`config.mk`:
```
export PLATFORM = sky130hd
export DESIGN_NAME = fetch_unit_flat
export DESIGN_NICKNAME = d
export VERILOG_FILES = /design/src/rtl/fetch_unit_if.sv /design/src/rtl/fetch_unit.sv /design/src/flat_wrapper.sv
export SDC_FILE = /design/constraint.sdc
export NUM_CORES = 1
export LEC_CHECK = 0
export CAP_MARGIN = 40
export CORE_AREA = 3 3 147 149
export CTS_BUF_LIST = sky130_fd_sc_hd__clkbuf_4 sky130_fd_sc_hd__clkbuf_8
export CTS_CLUSTER_DIAMETER = 60
export DETAILED_ROUTE_END_ITERATION = 8
export DIE_AREA = 0 0 150 152
export PLACE_DENSITY = 0.78
export SLEW_MARGIN = 20
export SYNTH_ARGS = -nofsm -noshare
export SYNTH_HDL_FRONTEND = slang
export SYNTH_SLANG_ARGS = --single-unit
```
`constraint.sdc`:
```
create_clock -name clk -period 6.1 [get_ports clk]
set_input_delay 1.22 -clock clk [delete_from_list [all_inputs] [get_ports clk]]
set_output_delay 1.22 -clock clk [all_outputs]
set_load 0.005 [all_outputs]
```
`src/rtl/fetch_unit_if.sv`:
```
// Instruction-memory request/acknowledge bundle between the fetch unit and its memory.
// Handshake: imem_req is held high with imem_addr stable until a cycle with imem_ack=1;
// imem_rdata is valid only in that ack cycle, and the ack may land in the same cycle req rises.
interface fetch_unit_if;
  logic [31:0] imem_addr;
  logic        imem_req;
  logic        imem_ack;
  logic [31:0] imem_rdata;

  modport master (
    output imem_addr,
    output imem_req,
    input  imem_ack,
    input  imem_rdata
  );

  modport slave (
    input  imem_addr,
    input  imem_req,
    output imem_ack,
    output imem_rdata
  );
endinterface

```
`src/rtl/fetch_unit.sv`:
```
// Instruction fetch stage: PC sequencing, IF/ID pipeline register, stall hold buffer and
// squashing of in-flight fetches when the decode stage redirects to a branch or jump target.
module fetch_unit #(
  parameter logic [31:0] RESET_PC = 32'h0000_0000
) (
  input  logic                 clk,
  input  logic                 rst,
  fetch_unit_if.master         imem,
  input  logic                 stall,
  input  logic                 branch,
  input  logic [31:0]          branch_target,
  input  logic                 jumpsel,
  input  logic [31:0]          jump_target,
  output logic [31:0]          ifid_instr,
  output logic [31:0]          ifid_pc4,
  output logic                 ifid_valid,
  output logic [5:0]           opc,
  output logic [1:0]           state_dbg
);

  typedef enum logic [1:0] {
    FETCH   = 2'd0,
    HOLD    = 2'd1,
    DISCARD = 2'd2
  } state_e;

  state_e      state, state_n;
  logic [31:0] pc, pc_n;
  logic [31:0] buf_instr, buf_instr_n;
  logic [31:0] buf_pc4, buf_pc4_n;
  logic [31:0] req_addr, req_addr_n;
  logic [31:0] ifid_instr_n, ifid_pc4_n;
  logic        ifid_valid_n;

  logic        redirect;
  logic [31:0] target;
  logic [31:0] pc_plus4;

  // A stalled decode stage cannot commit a redirect, so it is ignored outright.
  assign redirect = (branch | jumpsel) & ~stall;
  assign target   = branch ? branch_target : jump_target;
  assign pc_plus4 = pc + 32'd4;

  assign imem.imem_req  = (state != HOLD);
  assign imem.imem_addr = (state == DISCARD) ? req_addr : pc;
  assign opc            = ifid_instr[31:26];
  assign state_dbg      = state;

  always_ff @(posedge clk or posedge rst) begin
    if (rst) begin
      state      <= FETCH;
      pc         <= RESET_PC;
      buf_instr  <= 32'h0;
      buf_pc4    <= 32'h0;
      req_addr   <= 32'h0;
      ifid_instr <= 32'h0;
      ifid_pc4   <= 32'h0;
      ifid_valid <= 1'b0;
    end else begin
      state      <= state_n;
      pc         <= pc_n;
      buf_instr  <= buf_instr_n;
      buf_pc4    <= buf_pc4_n;
      req_addr   <= req_addr_n;
      ifid_instr <= ifid_instr_n;
      ifid_pc4   <= ifid_pc4_n;
      ifid_valid <= ifid_valid_n;
    end
  end

  always_comb begin
    state_n      = state;
    pc_n         = pc;
    buf_instr_n  = buf_instr;
    buf_pc4_n    = buf_pc4;
    req_addr_n   = req_addr;
    ifid_instr_n = ifid_instr;
    ifid_pc4_n   = ifid_pc4;
    ifid_valid_n = ifid_valid;

    case (state)
      FETCH: begin
        if (redirect) begin
          pc_n         = target;
          ifid_instr_n = 32'h0;
          ifid_valid_n = 1'b0;
          // Without an ack the old request is still owed a response; park its address.
          if (!imem.imem_ack) begin
            req_addr_n = pc;
            state_n    = DISCARD;
          end
        end else if (imem.imem_ack && !stall) begin
          ifid_instr_n = imem.imem_rdata;
          ifid_pc4_n   = pc_plus4;
          ifid_valid_n = 1'b1;
          pc_n         = pc_plus4;
        end else if (imem.imem_ack && stall) begin
          buf_instr_n = imem.imem_rdata;
          buf_pc4_n   = pc_plus4;
          pc_n        = pc_plus4;
          state_n     = HOLD;
        end else if (!stall) begin
          ifid_instr_n = 32'h0;
          ifid_valid_n = 1'b0;
        end
      end

      HOLD: begin
        if (redirect) begin
          pc_n         = target;
          ifid_instr_n = 32'h0;
          ifid_valid_n = 1'b0;
          state_n      = FETCH;
        end else if (!stall) begin
          ifid_instr_n = buf_instr;
          ifid_pc4_n   = buf_pc4;
          ifid_valid_n = 1'b1;
          state_n      = FETCH;
        end
      end

      DISCARD: begin
        if (!stall) begin
          ifid_instr_n = 32'h0;
          ifid_valid_n = 1'b0;
        end
        if (redirect) begin
          pc_n = target;
        end
        if (imem.imem_ack) begin
          state_n = FETCH;
        end
      end

      default: begin
        state_n = FETCH;
      end
    endcase
  end

endmodule
```
`src/flat_wrapper.sv`:
```
// flat-port wrapper written by rule: the top's interface ports become plain ports
module fetch_unit_flat 
#(
  parameter logic [31:0] RESET_PC = 32'h0000_0000
)
  (clk, rst, stall, branch, branch_target, jumpsel, jump_target, ifid_instr, ifid_pc4, ifid_valid, opc, state_dbg, imem_imem_addr, imem_imem_req, imem_imem_ack, imem_imem_rdata);
  fetch_unit_if imem_i ();
  input  logic clk;
  input  logic rst;
  input  logic stall;
  input  logic branch;
  input  logic [31:0] branch_target;
  input  logic jumpsel;
  input  logic [31:0] jump_target;
  output logic [31:0] ifid_instr;
  output logic [31:0] ifid_pc4;
  output logic ifid_valid;
  output logic [5:0] opc;
  output logic [1:0] state_dbg;
  output wire logic [$bits(imem_i.imem_addr)-1:0] imem_imem_addr;
  output wire logic [$bits(imem_i.imem_req)-1:0] imem_imem_req;
  input wire logic [$bits(imem_i.imem_ack)-1:0] imem_imem_ack;
  input wire logic [$bits(imem_i.imem_rdata)-1:0] imem_imem_rdata;
  assign imem_imem_addr = imem_i.imem_addr;
  assign imem_imem_req = imem_i.imem_req;
  assign imem_i.imem_ack = imem_imem_ack;
  assign imem_i.imem_rdata = imem_imem_rdata;
  fetch_unit #(.RESET_PC(RESET_PC)) u_core (.clk(clk), .rst(rst), .imem(imem_i), .stall(stall), .branch(branch), .branch_target(branch_target), .jumpsel(jumpsel), .jump_target(jump_target), .ifid_instr(ifid_instr), .ifid_pc4(ifid_pc4), .ifid_valid(ifid_valid), .opc(opc), .state_dbg(state_dbg));
endmodule
```
Yosys cells after proc, flatten, opt, wreduce, memory -nomap -nowiden

Cells that the tools add are included.
W data, S select, Z words.

Shifts and indexed selects: 0
Div/mod/pow operators: 0
Multipliers: 0
$lt $le $gt $ge: 0
Add/subtract/negate cells: 1
Multiplexer cells: 34
Reductions and logical operators: 14
Bitwise logic cells: 6
Equal/unequal tests: 15

Operator list:

| kind                    | number |
|---|---|
| $mux W32                | 16 |
| $pmux W32 S2            | 2 |
| $pmux W32 S3            | 1 |
| $add A32 B3 Y32 const B | 1 |
| $mux W2                 | 7 |
| $reduce_and A5 Y1       | 2 |
| $reduce_and A3 Y1       | 3 |
| $ne A2 B2 Y1 const B    | 4 |
| $mux W1                 | 6 |
| $ne A2 B1 Y1 const B    | 3 |
| $ne A3 B2 Y1 const B    | 2 |
| $pmux W2 S3             | 1 |
| $ne A4 B1 Y1 const B    | 1 |
| $ne A4 B2 Y1 const B    | 1 |
| $not A1 Y1              | 4 |
| $reduce_and A4 Y1       | 1 |
| $reduce_bool A2 Y1      | 2 |
| $ne A3 B1 Y1 const B    | 1 |
| $ne A3 B3 Y1 const B    | 1 |
| $pmux W1 S3             | 1 |
| $reduce_bool A3 Y1      | 1 |
| $eq A2 B1 Y1 const B    | 1 |
| $eq A2 B2 Y1 const B    | 1 |
| $logic_and A1 B1 Y1     | 2 |
| 5 further kinds         | 5 |

ROM bits: 0
Register bits: 195
Memory bits (writable): 0
Memories kept: 0
Word-level logic and storage cells: 78
Latch bits: 0

Depth between registers and ports, before layout

Word-level depth: 5
Depth in mapped cells: 9
Mapped depth without buffers: 7

Worst setup path before layout

OpenSTA, ideal clock, no wires.

Kind: register to output
Start point: register u_core.state[0] (netlist: u_core.state_dbg[0])
End point: output port imem_imem_addr[10]
Path slack: 3170 ps
Data required time: 4880 ps
Buffers on the path: 2
Stages on the path, launching flop included: 6
Arrival: 1710 ps
Cell sequence: dfrtp_1 -> inv_1 -> ha_1 -> clkbuf_1 -> clkbuf_1 -> mux2_2

Longest elaborated chain between the ends: 2

Ends and longest elaborated chain:

| item                     | RTL line           | source |
|---|---|---|
| start: declaration       | fetch_unit.sv:27   | `state_e state, state_n;` |
| start signal: assignment | fetch_unit.sv:60   | `state <= state_n;` |
| $eq A2 B2 Y1             | fetch_unit.sv:45   | `assign imem.imem_addr = (state == DISCARD) ? req_addr : pc;` |
| $mux W32                 | fetch_unit.sv:45   |  |
| end: declaration         | flat_wrapper.sv:20 | `output wire logic [$bits(imem_i.imem_addr)-1:0] imem_imem_addr;` |

Every way passes these cells.

Worst setup path after layout

Start point: register u_core.state[1] (netlist: u_core.state_dbg[1])
End point: output port imem_imem_req

Longest elaborated chain between the ends: 1

Ends and longest elaborated chain:

| item             | RTL line           | source |
|---|---|---|
| $ne A2 B1 Y1     | fetch_unit.sv:44   | `assign imem.imem_req = (state != HOLD);` |
| end: declaration | flat_wrapper.sv:21 | `output wire logic [$bits(imem_i.imem_req)-1:0] imem_imem_req;` |

Every way passes these cells.

==> qor.yml <==
wl_per_cell_um: 19.1
netSwitchingPower_uw: 2420
swShare_pct: 38.7
r2r-end: "u_core.ifid_instr[6]"
hold_violations: 0
drc: 0
pwr-share-comb_pct: 47.5
ys.warnings.count: 0
rrSetupSlack_ns: 3.07
start_kind: "register"
tritoncts: "built"
clk_pin_slew_ns: 0.10
antenna_found_initial: 1
leakagePower_uw: 0.00508
clock_skew_ns: 0.0112
hold_depth: 2
root_buffer: "clkbuf_8"
core_um2: 20300
dieArea_um2: 22800
synth_cell_type_count: 53
slowest_stage: "ha_1"
start_util_pct: 48.3
grt_pass1_vias: 7641
fmax_mhz: 250
p_int_uw: 3840
htree_levels: 4
cts_resized: 0
cp_max_fo: 19
drv_cap: 0
async_flop_share_pct: 100
synth_flop_cell: "dfrtp_1"
drt-total-wl_um: 26900
hold_class: "reg -> reg"
worst_hold_slack_ns: 0.479
ys_seq_elements: 195
dr.pass1.iters: 6
grt_pass1_wl_um: 42900
period_minus_slack_ns: 3.99
fp.dieW_um: 150
outcome: "completed"
end_kind: "output pin"
p_clk_share_pct: 14.0
die_h_um: 152
rsz0062_at_grt: "no"
first_iter_violations: 815
via_count: 8069
critPathArrivalTime_ns: 2.77
crit_top_cell: "inv_1"
fin_nets: 1228
via_per_inst: 5.75
p_per_area_nw_per_um2: 501
worstSetupPathType: "reg -> out"
finalCritPeriodShare_pct: 65.5
critPathBufInv: 3
synth_cells: 965
peakVddDrop_uv: 329
row_count: 52
area_delta_synth_final_pct: 27.2
setup_viol: 0
grt_overflow_total: 0
synth_area_um2: 9810
cp_top_family: "buffers and inverters"
ctsLongestPathBuffers: 2
max_stage_delay_ns: 0.65
antennaDiodeCount: 0
ant_nets: 0
tightestPinTransition_ns: 0.851
synth-edff-count: 0
syn_nets: 1073
syn-mean-instance-area_um2: 10.2
clkLatencyLatePin_ns: 0.46
cts.sinks: 195
fin_tns_setup_ns: 0
critPathRequiredTime_ns: 4.88
maxSlewViolCount: 0
slew_headroom_pct: 43.1
hold_buffers: 0
place_hpwl_um: 18800
p_seq_share_pct: 38.4
port-buffer-count: 207
io_pins: 208
crit_chain: "inv_1, ha_1, inv_1, clkdlybuf4s50_1"
post_cts_buffers: 0
cts_buffers: 17
timing.rr.start: "u_core.state_dbg[1]"
drive_above_1_share_pct: 15.1
grt_usage_pct: 23.6
hp-start: "u_core.buf_pc4[25]"
yosysSeqAreaShare_pct: 49.8
grt_max_degree: 196
rr_worst_depth: 9
holdPathEnd: "u_core.buf_pc4[25]"
routabilityCongestion: 0.877
final_util_pct: 61.5
-- per-stage QoR --
stage	power [uW]	setup WS (ns)	area [um2]	std cells
floorplan	4030	2.36	9810	965
global placement	5260	2.09	12000	1366
detailed placement	5380	2.34	12000	1370
CTS	6270	2.06	12500	1402
global route	6680	1.88	12500	1403
finish	6260	2.11	12500	1403
-- state kept, by name (all words and copies together), names as in the netlist --
register           count
u_core.buf_instr      32
u_core.buf_pc4        32
u_core.ifid_instr     32
u_core.ifid_pc4       32
u_core.pc             32
u_core.req_addr       32
u_core.state_dbg       2
u_core.ifid_valid      1
-- power by group through the flow --
stage	registers [uW]	clock network [uW]	logic, uW
2_1_floorplan	2210	0	1820
4_1_cts	2390	892	2980
5_1_grt	2490	944	3250
3_3_place_gp	2400	0	2860
6_report	2400	878	2970
3_5_place_dp	2420	0	2960
-- how the worst max path moves through the flow --
stage / start / to / slack (ns) / cells after the start
global route: u_core.state_dbg[1] / imem_imem_req / 1.88 / 4
global placement: imem_imem_ack / u_core.ifid_instr[24] / 2.09 / 6
CTS: u_core.state_dbg[1] / imem_imem_req / 2.06 / 4
detailed placement: stall / u_core.req_addr[15] / 2.34 / 5
finish: u_core.state_dbg[1] / imem_imem_req / 2.11 / 4
floorplan: rst / u_core.buf_instr[0] / 2.36 / 1
-- cell type report --
class | count | area [um2]
flip-flops and latches | 195 | 4880
multi-input cells | 670 | 4540
fillers | 1680 | 7820
clock buffers | 20 | 269
inverters | 13 | 52.6
repair buffers | 223 | 2250
clock inverters | 12 | 145
well taps | 270 | 338
-- Yosys cell counts (all sizes together) (12+ instances only) --
master	n	area [um2]
mux2i	15	150
buf	22	119
a22oi	33	248
a2bb2oi	14	123
inv	13	48.8
a21oi	52	260
and3	21	131
o21ai	107	536
nand4	18	134
nor2b	12	75.1
mux2	108	1220
nand3	24	120
dfrtp	195	4880
nor2	30	113
clkbuf	65	245
nand2	115	432
xor2	14	123
-- worst register-to-register path: cells and delay by family (launching register included) --
family,cells,cell delay [ns]
buffers and inverters,3,0.62
AND/OR/NAND/NOR,1,0.08
flip-flops,1,0.46
AO/OA/AOI/OAI,4,1.13
adder cells (fa/ha/maj),1,0.65
-- kinds of logic after synthesis --
family | Yosys count | share of synthesized area (%)
simple gates | 256 | 13.1
compound gates | 261 | 16.1
buf+inv | 100 | 4.21
flops | 195 | 49.8
mux | 123 | 13.9
fa+ha+maj | 6 | 0.765
xor+xnor | 24 | 2.14
-- placed cells by master, fill, tap and decap left out, types with 4 or more instances in the layout --
master	Yosys	routed
a22oi_1	33	33
nand4_1	16	16
clkinvlp_4	0	4
clkbuf_8	0	19
o21ai_0	102	102
dfrtp_1	195	195
a211oi_1	7	7
a31oi_1	10	10
ha_1	6	6
a2bb2oi_1	14	14
xor2_1	14	14
mux2i_1	15	15
o22ai_1	9	9
nand2_1	115	115
mux2_2	108	108
and3_1	21	21
xnor2_1	10	10
nor3_1	8	7
inv_1	12	11
o21ai_1	5	5
clkdlybuf4s50_1	0	206
or4_1	5	5
a21oi_1	52	52
buf_4	6	10
nor2b_1	12	12
o31ai_1	4	4
nor4_1	6	6
nand3_1	24	23
o22a_1	7	7
nor2_1	30	29
-- metal layers --
metal | part of all wire, % | routed length (um) | vias to the layer above | global-route usage [%]
li1 | - | - | 3776 | -
met1 | 43 | 11600 | 3981 | 34.4
met4 | 1.9 | 508 | 2 | 6.45
met5 | 0.048 | 13 | - | 0
met3 | 7.0 | 1890 | 36 | 4.74
met2 | 48 | 12900 | 274 | 36.1
(Power assumes the default switching activity.)
